File: src/rtl/stencil_seq_pkg.sv
// Shared types for the stencil frame sequencer: FSM states, minimum
// accepted frame dimension and the 32-bit pixel/output count type.
package stencil_seq_pkg;

    typedef enum logic [2:0] {
        IDLE,
        CFG,
        STREAM,
        DRAIN,
        DONE
    } seq_state_t;

    // Smallest width/height that still yields at least one 3x3 output.
    localparam logic [15:0] MIN_DIM = 16'd3;

    typedef logic [31:0] count_t;

endpackage

File: src/rtl/stencil_frame_sequencer_if.sv
// Kernel channels plus source/destination RAM ports of the sequencer.
// master = sequencer side, slave = kernel and RAM side.
interface stencil_frame_sequencer_if #(
    parameter int ADDR_W = 16,
    parameter int PIX_W  = 8
);
    logic              src_rd_en;
    logic [ADDR_W-1:0] src_rd_addr;
    logic [PIX_W-1:0]  src_rd_data;

    logic              k_imgw_valid;
    logic              k_imgw_ready;
    logic [15:0]       k_imgw_bits;
    logic              k_imgh_valid;
    logic              k_imgh_ready;
    logic [15:0]       k_imgh_bits;

    logic              k_pixel_valid;
    logic              k_pixel_ready;
    logic [PIX_W-1:0]  k_pixel_bits;

    logic              k_out_valid;
    logic              k_out_ready;
    logic [PIX_W-1:0]  k_out_bits;

    logic              dst_wr_en;
    logic [ADDR_W-1:0] dst_wr_addr;
    logic [PIX_W-1:0]  dst_wr_data;

    modport master (
        output src_rd_en, src_rd_addr, input src_rd_data,
        output k_imgw_valid, k_imgw_bits, input k_imgw_ready,
        output k_imgh_valid, k_imgh_bits, input k_imgh_ready,
        output k_pixel_valid, k_pixel_bits, input k_pixel_ready,
        input  k_out_valid, k_out_bits, output k_out_ready,
        output dst_wr_en, dst_wr_addr, dst_wr_data
    );

    modport slave (
        input  src_rd_en, src_rd_addr, output src_rd_data,
        input  k_imgw_valid, k_imgw_bits, output k_imgw_ready,
        input  k_imgh_valid, k_imgh_bits, output k_imgh_ready,
        input  k_pixel_valid, k_pixel_bits, output k_pixel_ready,
        output k_out_valid, k_out_bits, input k_out_ready,
        input  dst_wr_en, dst_wr_addr, dst_wr_data
    );
endinterface

File: src/rtl/stencil_seq_skid.sv
// Two-entry ready/valid buffer for the pixel path. The producer never
// pushes into a full buffer (it meters reads against the occupancy
// count), so there is no in_ready. head_q always holds the entry on the
// output, so out_bits cannot change while out_valid is high and
// out_ready is low.
module stencil_seq_skid #(
    parameter int PIX_W = 8
) (
    input  logic             clock,
    input  logic             reset,
    input  logic             flush,
    input  logic             in_valid,
    input  logic [PIX_W-1:0] in_bits,
    output logic             out_valid,
    input  logic             out_ready,
    output logic [PIX_W-1:0] out_bits,
    output logic [1:0]       occupancy
);
    logic [1:0]       count_q, count_d;
    logic [PIX_W-1:0] head_q, head_d;
    logic [PIX_W-1:0] tail_q, tail_d;
    logic             pop;

    assign out_valid = (count_q != 2'd0);
    assign out_bits  = head_q;
    assign occupancy = count_q;

    // Next occupancy and entry contents from push/pop of this cycle.
    always_comb begin
        count_d = count_q;
        head_d  = head_q;
        tail_d  = tail_q;
        pop     = out_valid && out_ready;
        case (count_q)
            2'd0: begin
                if (in_valid) begin
                    head_d  = in_bits;
                    count_d = 2'd1;
                end
            end
            2'd1: begin
                if (pop && in_valid) begin
                    head_d = in_bits;
                end else if (pop) begin
                    count_d = 2'd0;
                end else if (in_valid) begin
                    tail_d  = in_bits;
                    count_d = 2'd2;
                end
            end
            default: begin
                if (pop) begin
                    head_d = tail_q;
                    if (in_valid) begin
                        tail_d = in_bits;
                    end else begin
                        count_d = 2'd1;
                    end
                end
            end
        endcase
        if (flush) begin
            count_d = 2'd0;
        end
    end

    // Occupancy register; reset and flush empty the buffer.
    always_ff @(posedge clock) begin
        if (reset) begin
            count_q <= 2'd0;
        end else begin
            count_q <= count_d;
        end
    end

    // Entry storage; contents are only meaningful under the count.
    always_ff @(posedge clock) begin
        head_q <= head_d;
        tail_q <= tail_d;
    end
endmodule

File: src/rtl/stencil_frame_sequencer.sv
// Frame sequencer for a 3x3 stencil kernel: sends W/H to the kernel,
// streams W*H source pixels in raster order through a 2-entry skid
// buffer and writes the (W-2)*(H-2) results to the destination RAM.
// Optional build macro STENCIL_SEQ_TIMEOUT_EN adds a STREAM/DRAIN
// watchdog that aborts the frame with an error pulse after TIMEOUT
// cycles without a kernel output.
module stencil_frame_sequencer
    import stencil_seq_pkg::*;
#(
    parameter int ADDR_W  = 16,
    parameter int PIX_W   = 8,
    parameter int TIMEOUT = 4096
) (
    input  logic              clock,
    input  logic              reset,
    input  logic              start,
    input  logic [15:0]       cfg_width,
    input  logic [15:0]       cfg_height,
    input  logic [ADDR_W-1:0] cfg_src_base,
    input  logic [ADDR_W-1:0] cfg_dst_base,
    output logic              busy,
    output logic              done,
    output logic              error,
    stencil_frame_sequencer_if.master bus
);
    seq_state_t        state_q, state_d;
    logic [15:0]       w_q, w_d, h_q, h_d;
    logic [ADDR_W-1:0] src_base_q, src_base_d, dst_base_q, dst_base_d;
    count_t            total_pix_q, total_pix_d, total_out_q, total_out_d;
    count_t            rd_cnt_q, rd_cnt_d, pix_cnt_q, pix_cnt_d, out_cnt_q, out_cnt_d;
    logic              imgw_vld_q, imgw_vld_d, imgh_vld_q, imgh_vld_d;
    logic              inflight_q, inflight_d;
    logic              error_q, error_d;
    logic              flush, rd_en, pix_hs, out_hs, out_ready;
    logic [2:0]        credit;
    logic [1:0]        occ;
`ifdef STENCIL_SEQ_TIMEOUT_EN
    count_t            wd_q, wd_d;
`else
    // TIMEOUT only matters when the watchdog is built in.
    wire [31:0]        unused_timeout = 32'(TIMEOUT);
`endif

    assign out_ready         = (state_q == STREAM) || (state_q == DRAIN);
    assign busy              = (state_q != IDLE);
    assign done              = (state_q == DONE);
    assign error             = error_q;
    assign bus.k_imgw_valid  = imgw_vld_q;
    assign bus.k_imgw_bits   = w_q;
    assign bus.k_imgh_valid  = imgh_vld_q;
    assign bus.k_imgh_bits   = h_q;
    assign bus.k_out_ready   = out_ready;
    assign bus.src_rd_en     = rd_en;
    assign bus.src_rd_addr   = src_base_q + rd_cnt_q[ADDR_W-1:0];
    assign bus.dst_wr_en     = out_hs;
    assign bus.dst_wr_addr   = dst_base_q + out_cnt_q[ADDR_W-1:0];
    assign bus.dst_wr_data   = bus.k_out_bits;

    stencil_seq_skid #(.PIX_W(PIX_W)) u_skid (
        .clock     (clock),
        .reset     (reset),
        .flush     (flush),
        .in_valid  (inflight_q),
        .in_bits   (bus.src_rd_data),
        .out_valid (bus.k_pixel_valid),
        .out_ready (bus.k_pixel_ready),
        .out_bits  (bus.k_pixel_bits),
        .occupancy (occ)
    );

    // Next-state, counters, read metering and pulse generation.
    always_comb begin
        state_d     = state_q;
        w_d         = w_q;
        h_d         = h_q;
        src_base_d  = src_base_q;
        dst_base_d  = dst_base_q;
        total_pix_d = total_pix_q;
        total_out_d = total_out_q;
        rd_cnt_d    = rd_cnt_q;
        pix_cnt_d   = pix_cnt_q;
        out_cnt_d   = out_cnt_q;
        imgw_vld_d  = imgw_vld_q;
        imgh_vld_d  = imgh_vld_q;
        error_d     = 1'b0;
        flush       = 1'b0;
        pix_hs      = bus.k_pixel_valid && bus.k_pixel_ready;
        out_hs      = bus.k_out_valid && out_ready;
        // Credit counts the entry leaving this cycle as free, which keeps
        // one read per cycle going while the kernel accepts every pixel.
        credit      = 3'(occ) - 3'(pix_hs) + 3'(inflight_q);
        rd_en       = (state_q == STREAM) && (rd_cnt_q < total_pix_q) && (credit < 3'd2);
        if (rd_en) begin
            rd_cnt_d = rd_cnt_q + 1;
        end
        case (state_q)
            IDLE: begin
                if (start) begin
                    if ((cfg_width < MIN_DIM) || (cfg_height < MIN_DIM)) begin
                        error_d = 1'b1;
                    end else begin
                        w_d         = cfg_width;
                        h_d         = cfg_height;
                        src_base_d  = cfg_src_base;
                        dst_base_d  = cfg_dst_base;
                        total_pix_d = count_t'(cfg_width) * count_t'(cfg_height);
                        total_out_d = count_t'(cfg_width - 16'd2) * count_t'(cfg_height - 16'd2);
                        rd_cnt_d    = '0;
                        pix_cnt_d   = '0;
                        out_cnt_d   = '0;
                        imgw_vld_d  = 1'b1;
                        imgh_vld_d  = 1'b1;
                        state_d     = CFG;
                    end
                end
            end
            CFG: begin
                if (bus.k_imgw_ready) imgw_vld_d = 1'b0;
                if (bus.k_imgh_ready) imgh_vld_d = 1'b0;
                if (!imgw_vld_d && !imgh_vld_d) state_d = STREAM;
            end
            STREAM: begin
                if (pix_hs) pix_cnt_d = pix_cnt_q + 1;
                if (out_hs) out_cnt_d = out_cnt_q + 1;
                if (pix_hs && (pix_cnt_q == total_pix_q - 1)) begin
                    state_d = (out_cnt_d == total_out_q) ? DONE : DRAIN;
                end
            end
            DRAIN: begin
                if (out_hs) out_cnt_d = out_cnt_q + 1;
                if (out_cnt_d == total_out_q) state_d = DONE;
            end
            DONE: begin
                state_d = IDLE;
            end
            default: begin
                state_d = IDLE;
            end
        endcase
`ifdef STENCIL_SEQ_TIMEOUT_EN
        wd_d = '0;
        if (out_ready) begin
            wd_d = out_hs ? '0 : wd_q + 1;
            if (!out_hs && (wd_q == count_t'(TIMEOUT - 1)) && (state_d != DONE)) begin
                error_d = 1'b1;
                flush   = 1'b1;
                state_d = IDLE;
                wd_d    = '0;
            end
        end
`endif
        inflight_d = rd_en && !flush;
    end

    // Control state: FSM, counters, channel valids and pulses.
    always_ff @(posedge clock) begin
        if (reset) begin
            state_q    <= IDLE;
            rd_cnt_q   <= '0;
            pix_cnt_q  <= '0;
            out_cnt_q  <= '0;
            imgw_vld_q <= 1'b0;
            imgh_vld_q <= 1'b0;
            inflight_q <= 1'b0;
            error_q    <= 1'b0;
`ifdef STENCIL_SEQ_TIMEOUT_EN
            wd_q       <= '0;
`endif
        end else begin
            state_q    <= state_d;
            rd_cnt_q   <= rd_cnt_d;
            pix_cnt_q  <= pix_cnt_d;
            out_cnt_q  <= out_cnt_d;
            imgw_vld_q <= imgw_vld_d;
            imgh_vld_q <= imgh_vld_d;
            inflight_q <= inflight_d;
            error_q    <= error_d;
`ifdef STENCIL_SEQ_TIMEOUT_EN
            wd_q       <= wd_d;
`endif
        end
    end

    // Frame configuration captured on an accepted start.
    always_ff @(posedge clock) begin
        w_q         <= w_d;
        h_q         <= h_d;
        src_base_q  <= src_base_d;
        dst_base_q  <= dst_base_d;
        total_pix_q <= total_pix_d;
        total_out_q <= total_out_d;
    end
endmodule

File: src/flat_wrapper.sv
// flat-port wrapper written by rule: the top's interface ports become plain ports
module stencil_frame_sequencer_flat import stencil_seq_pkg::*;
#(
    parameter int ADDR_W  = 16,
    parameter int PIX_W   = 8,
    parameter int TIMEOUT = 4096
)
  (clock, reset, start, cfg_width, cfg_height, cfg_src_base, cfg_dst_base, busy, done, error, bus_src_rd_en, bus_src_rd_addr, bus_src_rd_data, bus_k_imgw_valid, bus_k_imgw_bits, bus_k_imgw_ready, bus_k_imgh_valid, bus_k_imgh_bits, bus_k_imgh_ready, bus_k_pixel_valid, bus_k_pixel_bits, bus_k_pixel_ready, bus_k_out_valid, bus_k_out_bits, bus_k_out_ready, bus_dst_wr_en, bus_dst_wr_addr, bus_dst_wr_data);
  stencil_frame_sequencer_if #(.ADDR_W(ADDR_W), .PIX_W(PIX_W)) bus_i ();
  input  logic clock;
  input  logic reset;
  input  logic start;
  input  logic [15:0] cfg_width;
  input  logic [15:0] cfg_height;
  input  logic [ADDR_W-1:0] cfg_src_base;
  input  logic [ADDR_W-1:0] cfg_dst_base;
  output logic busy;
  output logic done;
  output logic error;
  output wire logic [$bits(bus_i.src_rd_en)-1:0] bus_src_rd_en;
  output wire logic [$bits(bus_i.src_rd_addr)-1:0] bus_src_rd_addr;
  input wire logic [$bits(bus_i.src_rd_data)-1:0] bus_src_rd_data;
  output wire logic [$bits(bus_i.k_imgw_valid)-1:0] bus_k_imgw_valid;
  output wire logic [$bits(bus_i.k_imgw_bits)-1:0] bus_k_imgw_bits;
  input wire logic [$bits(bus_i.k_imgw_ready)-1:0] bus_k_imgw_ready;
  output wire logic [$bits(bus_i.k_imgh_valid)-1:0] bus_k_imgh_valid;
  output wire logic [$bits(bus_i.k_imgh_bits)-1:0] bus_k_imgh_bits;
  input wire logic [$bits(bus_i.k_imgh_ready)-1:0] bus_k_imgh_ready;
  output wire logic [$bits(bus_i.k_pixel_valid)-1:0] bus_k_pixel_valid;
  output wire logic [$bits(bus_i.k_pixel_bits)-1:0] bus_k_pixel_bits;
  input wire logic [$bits(bus_i.k_pixel_ready)-1:0] bus_k_pixel_ready;
  input wire logic [$bits(bus_i.k_out_valid)-1:0] bus_k_out_valid;
  input wire logic [$bits(bus_i.k_out_bits)-1:0] bus_k_out_bits;
  output wire logic [$bits(bus_i.k_out_ready)-1:0] bus_k_out_ready;
  output wire logic [$bits(bus_i.dst_wr_en)-1:0] bus_dst_wr_en;
  output wire logic [$bits(bus_i.dst_wr_addr)-1:0] bus_dst_wr_addr;
  output wire logic [$bits(bus_i.dst_wr_data)-1:0] bus_dst_wr_data;
  assign bus_src_rd_en = bus_i.src_rd_en;
  assign bus_src_rd_addr = bus_i.src_rd_addr;
  assign bus_i.src_rd_data = bus_src_rd_data;
  assign bus_k_imgw_valid = bus_i.k_imgw_valid;
  assign bus_k_imgw_bits = bus_i.k_imgw_bits;
  assign bus_i.k_imgw_ready = bus_k_imgw_ready;
  assign bus_k_imgh_valid = bus_i.k_imgh_valid;
  assign bus_k_imgh_bits = bus_i.k_imgh_bits;
  assign bus_i.k_imgh_ready = bus_k_imgh_ready;
  assign bus_k_pixel_valid = bus_i.k_pixel_valid;
  assign bus_k_pixel_bits = bus_i.k_pixel_bits;
  assign bus_i.k_pixel_ready = bus_k_pixel_ready;
  assign bus_i.k_out_valid = bus_k_out_valid;
  assign bus_i.k_out_bits = bus_k_out_bits;
  assign bus_k_out_ready = bus_i.k_out_ready;
  assign bus_dst_wr_en = bus_i.dst_wr_en;
  assign bus_dst_wr_addr = bus_i.dst_wr_addr;
  assign bus_dst_wr_data = bus_i.dst_wr_data;
  stencil_frame_sequencer #(.ADDR_W(ADDR_W), .PIX_W(PIX_W), .TIMEOUT(TIMEOUT)) u_core (.clock(clock), .reset(reset), .start(start), .cfg_width(cfg_width), .cfg_height(cfg_height), .cfg_src_base(cfg_src_base), .cfg_dst_base(cfg_dst_base), .busy(busy), .done(done), .error(error), .bus(bus_i));
endmodule
File: config.mk
export PLATFORM = sky130hd
export DESIGN_NAME = stencil_frame_sequencer_flat
export DESIGN_NICKNAME = d
export VERILOG_FILES = /design/src/rtl/stencil_seq_pkg.sv /design/src/rtl/stencil_frame_sequencer_if.sv /design/src/rtl/stencil_seq_skid.sv /design/src/rtl/stencil_frame_sequencer.sv /design/src/flat_wrapper.sv
export SDC_FILE = /design/constraint.sdc
export NUM_CORES = 2
export LEC_CHECK = 0
export ABC_AREA = 1
export CAP_MARGIN = 15
export CORE_MARGIN = 2
export CORE_UTILIZATION = 60
export CTS_BUF_LIST = sky130_fd_sc_hd__clkbuf_2 sky130_fd_sc_hd__clkbuf_4 sky130_fd_sc_hd__clkbuf_8
export DETAILED_ROUTE_END_ITERATION = 8
export GPL_TIMING_DRIVEN = 0
export PLACE_DENSITY_LB_ADDON = 0.2
export SLEW_MARGIN = 0
export SYNTH_ARGS = -nofsm -noshare
export SYNTH_HDL_FRONTEND = slang
export SYNTH_HIERARCHICAL = 1
export SYNTH_SLANG_ARGS = --single-unit
File: constraint.sdc
create_clock -name clock -period 12.4 [get_ports clock]
set_clock_uncertainty 0.05 [all_clocks]
set_input_delay 3.1 -clock clock [delete_from_list [all_inputs] [get_ports clock]]
set_output_delay 3.1 -clock clock [all_outputs]
set_load 0.02 [all_outputs]
==> metrics.cfg <==
[die]
rows = 87
die_area_um2 = 59000
io_pins = 176
dieWidth_um = 243
die_y_um = 243
core_um2 = 56400
initial_core_util = 0.607

[power]
p_per_area_nw_per_um2 = 244
ir_drop_v = 0.000261
p_seq_frac = 0.169
p_switching_uw = 4660
clockPowerShare = 0.100
leakage_uw = 0.0182
switching_share = 0.503
intPower_uw = 4610
combPwrFrac = 0.731

[global_route]
grt_use_total = 0.314
grt_pass1_wl_um = 147000
grt_pass1_vias = 28552
antenna_found_initial = 2
grt_max_degree = 94
grt_overflow_total = 0

[yosys]
synth_commonest_cells = nand2_1, inv_1, fa_1
synth_top_cell_area_share = 0.280
synth_area_per_cell_um2 = 7.87
synth_edf_count = 143
synth_flop_cell = edfxtp_1
syn-num-nets = 5167
synthArstFlopShare = 0
synth_area_leader_cell = fa_1
syn_inst = 4347
ys_warn_count = 6
ys_seq_area_frac = 0.187
yosys.cell_count.top_type = nand2_1
synth_seq_cells = 248
syn_area_um2 = 34200
synth_area_leaders = fa_1, edfxtp_1, nand2_1
yosys.cell_types.count = 58

[worst_setup_path]
critical_path_arrival_ns = 12.07
required_ns = 12.76
path_class = in2reg
critPathLaunchType = input port
crit_buf_inv = 9
cp_max_fo = 10
slowest_delay_ns = 0.98
endpoint_kind = register
crit_family = adder cells
crit_slowest_cell = xnor2_1

[cts]
cts-root-buf = clkbuf_8
clkSlewWorstSetupHoldPaths_ns = 0.06
cts_max_level = 2
cts_buffer_depth = 3
cts.sinks = 248
post_cts.repair.setup_buffers = 0
cts_tree = yes
cts_inserted_buffers = 47
worstSkewPairLatency_ns = 0.64
cts_resized = 0

[route]
dr.pass1.iters = 6
final_antenna_net_count = 0
routed_wl_um = 90400
drc = 0
wire_per_inst_um = 16.9
drt_iter0_drc = 2235
num_vias = 28652
via_per_inst = 5.35

[sta]
finalSetupViolCount = 0
fin_crit_sh = 0.944
timing.slew.headroom = 0.163
fmax_mhz = 85.4
finalWorstPathRequiredPeriod_ns = 11.71
fin_setup_tns_ns = 0
worstMarginPinSlew_ns = 1.25
slew_violations = 0
rsz0062_at_grt = false
timing.final.hold_violations = 0

[hold_path]
hold_class = reg2reg

[final_layout]
drive_above_1_share = 0.0422
fin_util = 0.673
fin_area_um2 = 38000
fin_nets = 5383
syn2layout_area_growth_pct = 10.9

[place]
port_buffers = 167
placed_area_um2 = 36900
gp_congestion = 0.979
hpwlAfterDp_um = 74200

[status]
status = finished clean

[flow_run]
maxCapViolCount = 0

worst reg2reg max path, delay by kind of cell, from the launching register on:
| family | cells | cell delay (ns) |
|---|---|---|
| buf+inv | 4 | 0.54 |
| simple gates | 6 | 0.81 |
| xor+xnor | 1 | 0.40 |
| fa+ha+maj | 2 | 0.61 |
| compound gates | 4 | 0.63 |
| flops | 1 | 0.43 |
power by group through the flow:
stage / logic [uW] / registers (uW) / clock network [uW]
after detailed placement: 6700 / 1580 / 0
after CTS: 6750 / 1560 / 954
final: 6780 / 1570 / 931
after global routing: 7750 / 1580 / 983
after global placement: 6560 / 1590 / 0
after floorplan: 5060 / 1560 / 0
placed cells by master (no fill, tap or decap), types with 9 or more instances in the layout:
cell,n
clkbuf_4,11
ha_1,254
nor4_1,21
xnor2_1,80
clkbuf_8,50
buf_1,25
nand2_1,1047
fa_1,479
nand3b_1,19
buf_4,10
clkbuf_1,66
nor3_1,67
clkinv_1,17
buf_2,20
nor2_4,9
clkdlybuf4s50_1,167
inv_2,13
nand3_1,123
or2_2,14
inv_1,890
edfxtp_1,143
a21oi_1,211
nor2_2,12
dfxtp_1,105
nand4_1,40
xor2_1,125
o21ai_0,69
nor2_1,403
flip-flops by register name (all words and copies together) (netlist names):
signal / flops
u_core/bus.k_imgh_bits: 16
u_core/state_q: 3
u_core/pix_cnt_q: 32
u_core/u_skid/tail_q: 8
u_core/bus.k_imgw_valid: 1
u_core/out_cnt_q: 32
u_core/rd_cnt_q: 32
u_core/u_skid/out_bits: 8
u_core/error: 1
u_core/bus.k_imgh_valid: 1
u_core/inflight_q: 1
u_core/bus.k_imgw_bits: 16
u_core/total_pix_q: 32
u_core/total_out_q: 31
u_core/dst_base_q: 16
u_core/src_base_q: 16
u_core/u_skid/occupancy: 2
logic make-up after synthesis:
group,count (synthesis),share of synthesized area
fa+ha+maj,733,0.373
compound gates,334,0.0529
flops,248,0.187
other cells,1,0.000110
buf+inv,1041,0.117
xor+xnor,205,0.0525
simple gates,1785,0.218
path summary, 6_finish.rpt:
check / from / to / slack, ns / cells past startpoint
max: cfg_height[2] / u_core/total_out_q[26] / 0.69 / 29
min: u_core/bus.k_imgh_valid / u_core/bus.k_imgh_valid / 0.42 / 2
max reg2reg: u_core/u_skid/occupancy[1] / u_core/rd_cnt_q[4] / 8.80 / 17
min reg2reg: u_core/bus.k_imgh_valid / u_core/bus.k_imgh_valid / 0.42 / 2
through the flow:
| step | setup slack (ns) | std cells | total power [uW] | hold WS (ns) |
|---|---|---|---|---|
| after floorplan | 2.29 | 4347 | 6610 | 0.402 |
| after detailed placement | -0.103 | 5271 | 8280 | 0.414 |
| after global placement | 0.0332 | 5270 | 8150 | 0.410 |
| final | 0.692 | 5359 | 9270 | 0.420 |
| after global routing | 0.117 | 5359 | 10300 | 0.448 |
| after CTS | 0.563 | 5359 | 9260 | 0.423 |
layout make-up:
type,count,area [um^2]
clock buffers,61,771
repair buffers,169,1710
clock inverters,27,308
plain buffers,124,554
multi-input cells,3058,23800
diodes,1,2.50
well taps,756,946
flip-flops and latches,248,6400
inverters,915,3440
fillers,4885,18400
per-layer routing:
metal,vias to the layer above,wire length [um],global-route usage
li1,13682,-,-
met1,13564,38600,0.433
met2,1229,40900,0.503
met3,175,8100,0.0567
met4,2,2820,0.101
met5,-,12,0
repair_timing:
action	4_1_cts	5_1_grt
hold endpoints to repair	0	0
setup endpoints to repair	0	3
hold buffers	0	0
Note: power is estimated with default switching activity, not from simulation.
